### src/rtl/mdu_pkg.sv
`default_nettype none
// ============================================================================
//  Module      : mdu_pkg
//  Description : Shared definitions for the M-extension divide/multiply
//                controllers: funct3 codes, controller FSM encoding and
//                width-sized helper constants.
//  Revision    : 1.0 - initial release
// ============================================================================
package mdu_pkg;

    // RISC-V M-extension funct3 codes for the divide group
    localparam logic [2:0] F3_DIV  = 3'b100;
    localparam logic [2:0] F3_DIVU = 3'b101;
    localparam logic [2:0] F3_REM  = 3'b110;
    localparam logic [2:0] F3_REMU = 3'b111;

    // Helpers below are computed at this width and cast down by the user
    localparam int MAX_WIDTH = 64;

    typedef enum logic [2:0] {
        ST_IDLE     = 3'd0,
        ST_LAUNCH   = 3'd1,
        ST_DIV_WAIT = 3'd2,
        ST_RESP     = 3'd3,
        ST_DRAIN    = 3'd4
    } div_state_e;

    // Most-negative two's-complement value of a w-bit word
    function automatic logic [MAX_WIDTH-1:0] most_neg(input int w);
        return {{(MAX_WIDTH-1){1'b0}}, 1'b1} << (w - 1);
    endfunction

    // All-ones value of a w-bit word
    function automatic logic [MAX_WIDTH-1:0] all_ones(input int w);
        if (w >= MAX_WIDTH) begin
            return {MAX_WIDTH{1'b1}};
        end
        return ({{(MAX_WIDTH-1){1'b0}}, 1'b1} << w) - {{(MAX_WIDTH-1){1'b0}}, 1'b1};
    endfunction

endpackage
`default_nettype wire

### src/rtl/mdu_div_ctrl_if.sv
`default_nettype none
// ============================================================================
//  Module      : mdu_div_ctrl_if
//  Description : Bundles the core request/response handshake and the divider
//                launch/return signals of the divide controller. The slave
//                modport is the controller; master is the surrounding system.
//  Revision    : 1.0 - initial release
// ============================================================================
interface mdu_div_ctrl_if #(
    parameter int WIDTH = 32,
    parameter int TAG_W = 5
);
    // Core request side
    logic             i_valid;
    logic             o_ready;
    logic [2:0]       i_funct3;
    logic [WIDTH-1:0] i_rs1;
    logic [WIDTH-1:0] i_rs2;
    logic [TAG_W-1:0] i_tag;
    logic             i_kill;
    // Writeback side
    logic             o_valid;
    logic             i_res_ready;
    logic [WIDTH-1:0] o_result;
    logic [TAG_W-1:0] o_tag;
    logic             o_illegal;
    // Divider side
    logic             o_div_valid;
    logic [WIDTH-1:0] o_dividend;
    logic [WIDTH-1:0] o_divisor;
    logic             o_div_sign;
    logic             i_div_ready;
    logic [WIDTH-1:0] i_div_q;
    logic [WIDTH-1:0] i_div_r;

    modport slave (
        input  i_valid, i_funct3, i_rs1, i_rs2, i_tag, i_kill,
        input  i_res_ready, i_div_ready, i_div_q, i_div_r,
        output o_ready, o_valid, o_result, o_tag, o_illegal,
        output o_div_valid, o_dividend, o_divisor, o_div_sign
    );

    modport master (
        output i_valid, i_funct3, i_rs1, i_rs2, i_tag, i_kill,
        output i_res_ready, i_div_ready, i_div_q, i_div_r,
        input  o_ready, o_valid, o_result, o_tag, o_illegal,
        input  o_div_valid, o_dividend, o_divisor, o_div_sign
    );

endinterface
`default_nettype wire

### src/rtl/mdu_div_special.sv
`default_nettype none
// ============================================================================
//  Module      : mdu_div_special
//  Description : Combinational detector for divide requests that resolve
//                without the iterative divider: non-divide funct3 (illegal),
//                divide-by-zero and signed overflow (MIN / -1).
//  Revision    : 1.0 - initial release
// ============================================================================
module mdu_div_special
    import mdu_pkg::*;
#(
    parameter int WIDTH = 32
) (
    input  wire logic [WIDTH-1:0] rs1_i,
    input  wire logic [WIDTH-1:0] rs2_i,
    input  wire logic [2:0]       funct3_i,
    output logic                  is_illegal_o,
    output logic                  is_special_o,
    output logic [WIDTH-1:0]      special_result_o
);

    localparam logic [WIDTH-1:0] C_MOST_NEG = WIDTH'(most_neg(WIDTH));
    localparam logic [WIDTH-1:0] C_ALL_ONES = WIDTH'(all_ones(WIDTH));

    logic w_signed;
    logic w_rem;
    logic w_div_zero;
    logic w_overflow;

    assign w_signed   = ~funct3_i[0];
    assign w_rem      = funct3_i[1];
    assign w_div_zero = (rs2_i == '0);
    assign w_overflow = w_signed && (rs1_i == C_MOST_NEG) && (rs2_i == C_ALL_ONES);

    // Priority: illegal opcode, then divide-by-zero, then signed overflow
    always_comb begin
        is_illegal_o     = 1'b0;
        is_special_o     = 1'b0;
        special_result_o = '0;
        if (!funct3_i[2]) begin
            is_illegal_o = 1'b1;
            is_special_o = 1'b1;
        end else if (w_div_zero) begin
            is_special_o     = 1'b1;
            special_result_o = w_rem ? rs1_i : C_ALL_ONES;
        end else if (w_overflow) begin
            is_special_o     = 1'b1;
            special_result_o = w_rem ? '0 : rs1_i;
        end
    end

endmodule
`default_nettype wire

### src/rtl/mdu_div_ctrl.sv
`default_nettype none
// ============================================================================
//  Module      : mdu_div_ctrl
//  Description : Issue/response controller between M-extension dispatch and
//                the iterative divider. Resolves special cases on a fast
//                path, launches the divider otherwise, holds the result for
//                writeback and drains a killed in-flight division (the
//                divider cannot be aborted).
//  Revision    : 1.0 - initial release
// ============================================================================
module mdu_div_ctrl
    import mdu_pkg::*;
#(
    parameter int WIDTH = 32,
    parameter int TAG_W = 5
) (
    input  wire logic      i_clk,
    input  wire logic      i_rst_n,
    mdu_div_ctrl_if.slave  bus
);

    div_state_e       state_q,    state_d;
    logic [WIDTH-1:0] dividend_q, dividend_d;
    logic [WIDTH-1:0] divisor_q,  divisor_d;
    logic             sign_q,     sign_d;
    logic             rem_sel_q,  rem_sel_d;
    logic [TAG_W-1:0] tag_q,      tag_d;
    logic [WIDTH-1:0] result_q,   result_d;
    logic             illegal_q,  illegal_d;

    logic             w_is_illegal;
    logic             w_is_special;
    logic [WIDTH-1:0] w_special_result;

    // Special cases are judged on the raw request so the fast path costs one cycle
    mdu_div_special #(
        .WIDTH (WIDTH)
    ) u_special (
        .rs1_i            (bus.i_rs1),
        .rs2_i            (bus.i_rs2),
        .funct3_i         (bus.i_funct3),
        .is_illegal_o     (w_is_illegal),
        .is_special_o     (w_is_special),
        .special_result_o (w_special_result)
    );

    // State and datapath registers; async reset clears every output source
    always_ff @(posedge i_clk or negedge i_rst_n) begin
        if (!i_rst_n) begin
            state_q    <= ST_IDLE;
            dividend_q <= '0;
            divisor_q  <= '0;
            sign_q     <= 1'b0;
            rem_sel_q  <= 1'b0;
            tag_q      <= '0;
            result_q   <= '0;
            illegal_q  <= 1'b0;
        end else begin
            state_q    <= state_d;
            dividend_q <= dividend_d;
            divisor_q  <= divisor_d;
            sign_q     <= sign_d;
            rem_sel_q  <= rem_sel_d;
            tag_q      <= tag_d;
            result_q   <= result_d;
            illegal_q  <= illegal_d;
        end
    end

    // Next-state logic; operands only change on accept so they stay stable
    // for the divider from LAUNCH through DIV_WAIT/DRAIN
    always_comb begin
        state_d    = state_q;
        dividend_d = dividend_q;
        divisor_d  = divisor_q;
        sign_d     = sign_q;
        rem_sel_d  = rem_sel_q;
        tag_d      = tag_q;
        result_d   = result_q;
        illegal_d  = illegal_q;

        unique case (state_q)
            ST_IDLE: begin
                // Kill is ignored here: a same-cycle request is still taken
                if (bus.i_valid) begin
                    dividend_d = bus.i_rs1;
                    divisor_d  = bus.i_rs2;
                    sign_d     = ~bus.i_funct3[0];
                    rem_sel_d  = bus.i_funct3[1];
                    tag_d      = bus.i_tag;
                    illegal_d  = w_is_illegal;
                    result_d   = w_special_result;
                    state_d    = w_is_special ? ST_RESP : ST_LAUNCH;
                end
            end
            ST_LAUNCH: begin
                // The start pulse goes out this cycle, so a kill must drain
                state_d = bus.i_kill ? ST_DRAIN : ST_DIV_WAIT;
            end
            ST_DIV_WAIT: begin
                if (bus.i_kill) begin
                    // Divider finishing in the kill cycle has nothing left to drain
                    state_d = bus.i_div_ready ? ST_IDLE : ST_DRAIN;
                end else if (bus.i_div_ready) begin
                    result_d  = rem_sel_q ? bus.i_div_r : bus.i_div_q;
                    illegal_d = 1'b0;
                    state_d   = ST_RESP;
                end
            end
            ST_RESP: begin
                if (bus.i_kill || bus.i_res_ready) begin
                    state_d = ST_IDLE;
                end
            end
            ST_DRAIN: begin
                if (bus.i_div_ready) begin
                    state_d = ST_IDLE;
                end
            end
            default: begin
                state_d = ST_IDLE;
            end
        endcase
    end

    assign bus.o_ready     = (state_q == ST_IDLE);
    assign bus.o_valid     = (state_q == ST_RESP);
    assign bus.o_result    = result_q;
    assign bus.o_tag       = tag_q;
    assign bus.o_illegal   = illegal_q && (state_q == ST_RESP);
    assign bus.o_div_valid = (state_q == ST_LAUNCH);
    assign bus.o_dividend  = dividend_q;
    assign bus.o_divisor   = divisor_q;
    assign bus.o_div_sign  = sign_q;

endmodule
`default_nettype wire

### src/flat_wrapper.sv
// flat-port wrapper written by rule: the top's interface ports become plain ports
module mdu_div_ctrl_flat import mdu_pkg::*;
#(
    parameter int WIDTH = 32,
    parameter int TAG_W = 5
)
  (i_clk, i_rst_n, bus_i_valid, bus_i_funct3, bus_i_rs1, bus_i_rs2, bus_i_tag, bus_i_kill, bus_i_res_ready, bus_i_div_ready, bus_i_div_q, bus_i_div_r, bus_o_ready, bus_o_valid, bus_o_result, bus_o_tag, bus_o_illegal, bus_o_div_valid, bus_o_dividend, bus_o_divisor, bus_o_div_sign);
  mdu_div_ctrl_if #(.WIDTH(WIDTH), .TAG_W(TAG_W)) bus_i ();
  input  wire logic i_clk;
  input  wire logic i_rst_n;
  input wire logic [$bits(bus_i.i_valid)-1:0] bus_i_valid;
  input wire logic [$bits(bus_i.i_funct3)-1:0] bus_i_funct3;
  input wire logic [$bits(bus_i.i_rs1)-1:0] bus_i_rs1;
  input wire logic [$bits(bus_i.i_rs2)-1:0] bus_i_rs2;
  input wire logic [$bits(bus_i.i_tag)-1:0] bus_i_tag;
  input wire logic [$bits(bus_i.i_kill)-1:0] bus_i_kill;
  input wire logic [$bits(bus_i.i_res_ready)-1:0] bus_i_res_ready;
  input wire logic [$bits(bus_i.i_div_ready)-1:0] bus_i_div_ready;
  input wire logic [$bits(bus_i.i_div_q)-1:0] bus_i_div_q;
  input wire logic [$bits(bus_i.i_div_r)-1:0] bus_i_div_r;
  output wire logic [$bits(bus_i.o_ready)-1:0] bus_o_ready;
  output wire logic [$bits(bus_i.o_valid)-1:0] bus_o_valid;
  output wire logic [$bits(bus_i.o_result)-1:0] bus_o_result;
  output wire logic [$bits(bus_i.o_tag)-1:0] bus_o_tag;
  output wire logic [$bits(bus_i.o_illegal)-1:0] bus_o_illegal;
  output wire logic [$bits(bus_i.o_div_valid)-1:0] bus_o_div_valid;
  output wire logic [$bits(bus_i.o_dividend)-1:0] bus_o_dividend;
  output wire logic [$bits(bus_i.o_divisor)-1:0] bus_o_divisor;
  output wire logic [$bits(bus_i.o_div_sign)-1:0] bus_o_div_sign;
  assign bus_i.i_valid = bus_i_valid;
  assign bus_i.i_funct3 = bus_i_funct3;
  assign bus_i.i_rs1 = bus_i_rs1;
  assign bus_i.i_rs2 = bus_i_rs2;
  assign bus_i.i_tag = bus_i_tag;
  assign bus_i.i_kill = bus_i_kill;
  assign bus_i.i_res_ready = bus_i_res_ready;
  assign bus_i.i_div_ready = bus_i_div_ready;
  assign bus_i.i_div_q = bus_i_div_q;
  assign bus_i.i_div_r = bus_i_div_r;
  assign bus_o_ready = bus_i.o_ready;
  assign bus_o_valid = bus_i.o_valid;
  assign bus_o_result = bus_i.o_result;
  assign bus_o_tag = bus_i.o_tag;
  assign bus_o_illegal = bus_i.o_illegal;
  assign bus_o_div_valid = bus_i.o_div_valid;
  assign bus_o_dividend = bus_i.o_dividend;
  assign bus_o_divisor = bus_i.o_divisor;
  assign bus_o_div_sign = bus_i.o_div_sign;
  mdu_div_ctrl #(.WIDTH(WIDTH), .TAG_W(TAG_W)) u_core (.i_clk(i_clk), .i_rst_n(i_rst_n), .bus(bus_i));
endmodule
### config.mk
export PLATFORM = sky130hd
export DESIGN_NAME = mdu_div_ctrl_flat
export DESIGN_NICKNAME = d
export VERILOG_FILES = /design/src/rtl/mdu_pkg.sv /design/src/rtl/mdu_div_ctrl_if.sv /design/src/rtl/mdu_div_special.sv /design/src/rtl/mdu_div_ctrl.sv /design/src/flat_wrapper.sv
export SDC_FILE = /design/constraint.sdc
export NUM_CORES = 1
export LEC_CHECK = 0
export CORE_MARGIN = 2
export CORE_UTILIZATION = 44
export CTS_BUF_LIST = sky130_fd_sc_hd__clkbuf_8
export DETAILED_ROUTE_END_ITERATION = 12
export PLACE_DENSITY = 0.84
export SYNTH_ARGS = -nofsm -noshare
export SYNTH_HDL_FRONTEND = slang
export SYNTH_HIERARCHICAL = 1
export SYNTH_SLANG_ARGS = --single-unit
### constraint.sdc
create_clock -name i_clk -period 2.2 [get_ports i_clk]
set_input_delay 0.55 -clock i_clk [delete_from_list [all_inputs] [get_ports i_clk]]
set_output_delay 0.55 -clock i_clk [all_outputs]
set_load 0.005 [all_outputs]
Yosys cells after proc, flatten, opt, wreduce, memory -nomap -nowiden
Cells that the tools add are included.

operators by class
  equal/unequal tests = 12
  muxes and demuxes = 27
  reductions and logical operators = 10
  bitwise logic cells = 1

operators with widths
  kind                  number
  $mux 32               9
  $eq 32x32->1 const B  2
  $pmux 32 s2           1
  $logic_not 32->1      1
  $mux 3                7
  $pmux 3 s5            1
  $ne 2x2->1 const B    4
  $reduce_and 4->1      2
  $mux 1                7
  $eq 3x2->1 const B    2
  $eq 3x1->1 const B    1
  $eq 3x3->1 const B    1
  $logic_and 1x1->1     3
  $logic_not 3->1       1
  $ne 3x3->1 const B    1
  $mux 2                1
  $ne 2x1->1 const B    1
  $pmux 1 s2            1
  $reduce_and 2->1      1
  $reduce_bool 2->1     1
  $logic_or 1x1->1      1
  $not 1->1             1

word-level totals
  word-level logic and storage cells = 58
  register bits = 107
  input port bits = 142
  output and inout bits = 106

Longest topological paths before layout
Gate-level depths: netlist of the first run.

  depth after elaboration = 9
  gate-level depth with buffers = 8
  mapped depth without buffers = 7

Cells and area by module
The synthesis of the first run kept the hierarchy.

by module, submodules not included
  module           cells an instance  instances  seq. area each (um^2)  area an instance (um^2)
  mdu_div_ctrl     319                1          2,677.6                4,994.8
  mdu_div_special  111                1          0.0                    564.3

Least setup slack after synthesis of the first run
OpenSTA, ideal clock, no wires.

  kind = input to register
  start = input bus_i_rs1[13]
  end = register u_core.result_q[31] (netlist: u_core/bus.o_result[31])
  cell stages on the path = 7
  data required time = 2.135 ns
  path buffers = 0
  arrival = 1.814 ns
  setup time = 0.065 ns
  path slack = 0.321 ns
  path through = nor4_1 and4_1 nand2_1 or4_1 a21oi_1 mux2_2 mux2_2

on the way
  cells in the longest elaborated chain, start to end = 8

ends and longest elaborated chain
  item                             RTL line               source
  start, declared                  flat_wrapper.sv:13     input wire logic [$bits(bus_i.i_rs1)-1:0] bus_i_rs1;
  $eq 32x32->1                     mdu_div_special.sv:33  assign w_overflow = w_signed && (rs1_i == C_MOST_NEG) && (rs2_i == C_ALL_ONES);
  $logic_and 1x1->1 (2 in series)  mdu_div_special.sv:33
  $mux 32                          mdu_div_special.sv:46  end else if (w_overflow) begin
  $mux 32                          mdu_div_special.sv:43  end else if (w_div_zero) begin
  $mux 32                          mdu_div_special.sv:40  if (!funct3_i[2]) begin
  net u_core.w_special_result[31]  mdu_div_ctrl.sv:33     logic [WIDTH-1:0] w_special_result;
  $mux 32                          mdu_div_ctrl.sv:85     if (bus.i_valid) begin
  $pmux 32 s2                      mdu_div_ctrl.sv:82     unique case (state_q)
  end signal, assigned             mdu_div_ctrl.sv:65     result_q <= result_d;
  end, declared                    mdu_div_ctrl.sv:28     logic [WIDTH-1:0] result_q, result_d;

The timed path passes the listed nets, and every way through them passes these cells. The select of a mux whose other input is x is not followed.
A chain may end at the register's enable or synchronous reset.

Worst setup path after layout of the first run
  start = input bus_i_rs2[11]
  end = register u_core.result_q[8] (netlist: u_core/bus.o_result[8])

on the way
  cells in the longest elaborated chain, start to end = 7
  elaborated cells on any way between the ends = 8
  classes of those cells = eq/ne: 1; mux: 5; reduce/logical: 2

ends and longest elaborated chain
  item                            RTL line               source
  start, declared                 flat_wrapper.sv:14     input wire logic [$bits(bus_i.i_rs2)-1:0] bus_i_rs2;
  $eq 32x32->1                    mdu_div_special.sv:33
  $logic_and 1x1->1               mdu_div_special.sv:33
  $mux 32                         mdu_div_special.sv:46
  $mux 32 (*)                     mdu_div_special.sv:43
  $mux 32 (*)                     mdu_div_special.sv:40
  net u_core.w_special_result[8]  mdu_div_ctrl.sv:33
  $mux 32 (*)                     mdu_div_ctrl.sv:85
  $pmux 32 s2 (*)                 mdu_div_ctrl.sv:82

The timed path passes the listed nets; every way through them passes the cells marked *. The select of a mux whose other input is x is not followed.

==> run summary, run 1 <==
status - finished, final reports clean
htree depth - 3
layout cell share with drive strength beyond 1 - 37.70%
Synth top cells by count - 154 x mux2_2, 107 x dfrtp_1, 34 x inv_1, 33 x a21oi_1, 15 x buf_6
starting density of the core - 44.60%
# fillers - 866
clock buffer depth - 2
CTS Buf Count - 9
Die ar. - 13550 um^2
Clock transition at path regs - 0.10 ns
Total GRT Usage - 25.37%
core area - 12470 um^2
1st-pass router iterations - 4
Seq pwr share - 34.0%
Setup Skew - 0.007705 ns
CP Capture Type - flop
Die H - 116.4 um
FF-to-FF Start - u_core/state_q[2]$_DFFE_PN0P_
Tightest Pin Transition - 0.3970 ns
fmax - 460.4 MHz
vias - 4678
Routed Antenna Nets - 0
num rows - 41
EDFF count, synth - 0
M2 GR Usage - 45.35%
global-route wire length before repair - 25640 um
Port Buf Inserts - 247
Final min period - 2.172 ns
number of max-cap violations - 0
Worst Setup SP - bus_i_rs2[11]
Clock Tree Root - clkbuf_8
die width - 116.4 um
worst slack, placed - -0.6611 ns
clock sinks - 107
antenna cells - 0
initial drt markers - 187
largest fanout on the critical path - 16
Hold Violations, Final - 0
Routed WL - 17980 um
setup slack, reg-to-reg - 0.37 ns
IO Pins - 248
Cell Pwr Density - 1121 nW/um^2
final non-filler cell total - 904
largest net degree at the start of global routing - 55
Critical Path RT - 2.53 ns
TNS Setup - 0 ns
dpl hpwl - 13380 um
most frequent cell after synthesis - mux2_2
Layout area overhead - 61.78%
Mapped Area - 5559 um^2
post-synthesis async set-or-reset flop share - 100.0%
#FFs+latches synth - 107
peak supply drop - 0.7386 mV
Final setup viols - 0
RD Place Congestion - 0.8601
part of the cycle the worst path needs - 98.73%
Lkg Pwr - 4.008 nW
busiest grt layer - met2
sequential area share after synthesis - 48.17%
Sw Pwr - 3.106 mW
CTS Hold Bufs - 0
critical path arrival - 2.50 ns
Gate power share - 54.6%
clock share of power - 11.4%
initial antenna violation count - 0
worst min path class - primary input to async pin
GR Layer Usage met3 - 6.591%
Clock Latency Late Sink - 0.39 ns
Mapped Nets - 572
Netlist cell types - 37
Post-Syn Area per Cell - 12.93 um^2
crit path kind - primary input to flop
CTS tree - yes
Synth top area share - 48.17%
synth top area cells - dfrtp_1 48%, mux2_2 31%, buf_6 3.0%
Sw Ratio - 30.80%
WL/cell - 19.89 um
Primary FF master, synth - dfrtp_1
Yosys top cell by area - dfrtp_1
Yosys Warn Count - 6
Syn Inst Count - 430
PnR worst setup slack - 0.02795 ns
Int Pwr - 6.978 mW
Critical Path Source Type - primary input
GR Layer Usage met1 - 28.23%
vias per inst - 5.175
DP Cell Count - 879
GRT Residual Overflow - 0
slew margin rel. - 73.29%
Remaining DRCs - 0
Final nets - 870
number of global-route vias before repair - 4986
Pins Over Slew Limit - 0
## layout by cell type, fill, tap and decap left out, types with 3 or more instances in the layout
cell type,instances
buf_12,9
nand4b_1,4
buf_4,57
mux2_1,3
nor2b_1,3
nand4_1,7
clkbuf_8,11
dlymetal6s2s_1,10
a21oi_1,29
nor4_4,4
nor3_1,4
inv_1,34
nor4_2,6
mux2_2,154
dfrtp_1,105
nor4_1,4
dlygate4sd2_1,26
clkdlybuf4s50_1,210
mux2_4,10
a21oi_2,3
## final cells by class
| cell class | count | area [um^2] | area share, % |
|---|---|---|---|
| Clock buffer | 11 | 151.4 | 1.683 |
| Clock inverter | 4 | 26.28 | 0.2922 |
| Tap cell | 172 | 215.2 | 2.393 |
| Inverter | 34 | 127.6 | 1.419 |
| Sequential cell | 107 | 2680 | 29.80 |
| Multi-Input combinational cell | 262 | 2680 | 29.80 |
| Timing Repair Buffer | 314 | 3113 | 34.61 |
## routing by layer
metal / wire (um) / vias up
met5: 0 / -
met4: 641 / 0
met3: 1543 / 41
met2: 8981 / 216
met1: 6815 / 2290
li1: - / 2131
## power by group through the flow
stage               sequential (mW)  clock [mW]  combinational [mW]
floorplan                      3.44           0                2.64
global placement               3.43           0                5.23
detailed placement             3.50           0                5.38
CTS                            3.43        1.18                5.52
global route                   3.53        1.25                5.82
finish                         3.43        1.15                5.50
## state kept, by name, summed over array words and instances, names as in the netlist
register and flops:
u_core/bus.o_dividend 32, u_core/rem_sel_q 1, u_core/state_q 3, u_core/bus.o_tag 5
u_core/illegal_q 1, u_core/bus.o_divisor 32, u_core/bus.o_div_sign 1, u_core/bus.o_result 32
## through the flow
step | cell area, um^2 | utilization, % | hold WS, ns | total power, mW
final | 8994 | 72.15 | 0.1557 | 10.08
after global routing | 8994 | 72.15 | 0.1651 | 10.60
after CTS | 8850 | 70.99 | 0.1515 | 10.13
after detailed placement | 8557 | 68.64 | 0.4938 | 8.886
after global placement | 8557 | 68.64 | 0.4898 | 8.661
after floorplan | 5559 | - | 0.2544 | 6.080
## worst paths after layout
check                                                             to  cells past startpoint
worst max-delay path              u_core/bus.o_result[8]$_DFFE_PN0P_                      9
worst max register to register    u_core/bus.o_result[4]$_DFFE_PN0P_                      5
worst min register to register   u_core/bus.o_result[12]$_DFFE_PN0P_                      1
min in group i_clk              u_core/bus.o_divisor[17]$_DFFE_PN0P_                      2
worst min-delay path            u_core/bus.o_divisor[11]$_DFFE_PN0P_                      2
max in group asynchronous              u_core/state_q[2]$_DFFE_PN0P_                      2
## critical path, stage by stage
cell and delay (ns):
clkdlybuf4s50_1 0.48, nor4_2 0.33, nand4_1 0.22, nor2_4 0.18
nand2_4 0.10, clkbuf_16 0.20, a21oi_2 0.13, mux2_2 0.17
mux2_4 0.13
## what timing repair did
action                     CTS  global route
pin swaps                   11            12
gates cloned                 0             2
buffers inserted             8             0
gates resized for setup     44            23
setup endpoints to repair   37            33
## cells by family (layout without fill, tap and decap cells)
group	Yosys count	in the layout	share of synthesized area [%]
AO/OA/AOI/OAI	40	40	4.052
buffers and inverters	61	363	6.437
flip-flops	107	107	48.17
multiplexers	168	168	34.68
AND/OR/NAND/NOR	54	54	6.662
(Power assumes the default switching activity.)
==> inputs of run 2 (changes only) <==
Settings changed: CTS_CLUSTER_DIAMETER set to 60.
==> results of run 2 <==
Final layout, timing and power as in run 1 (identical DEF).
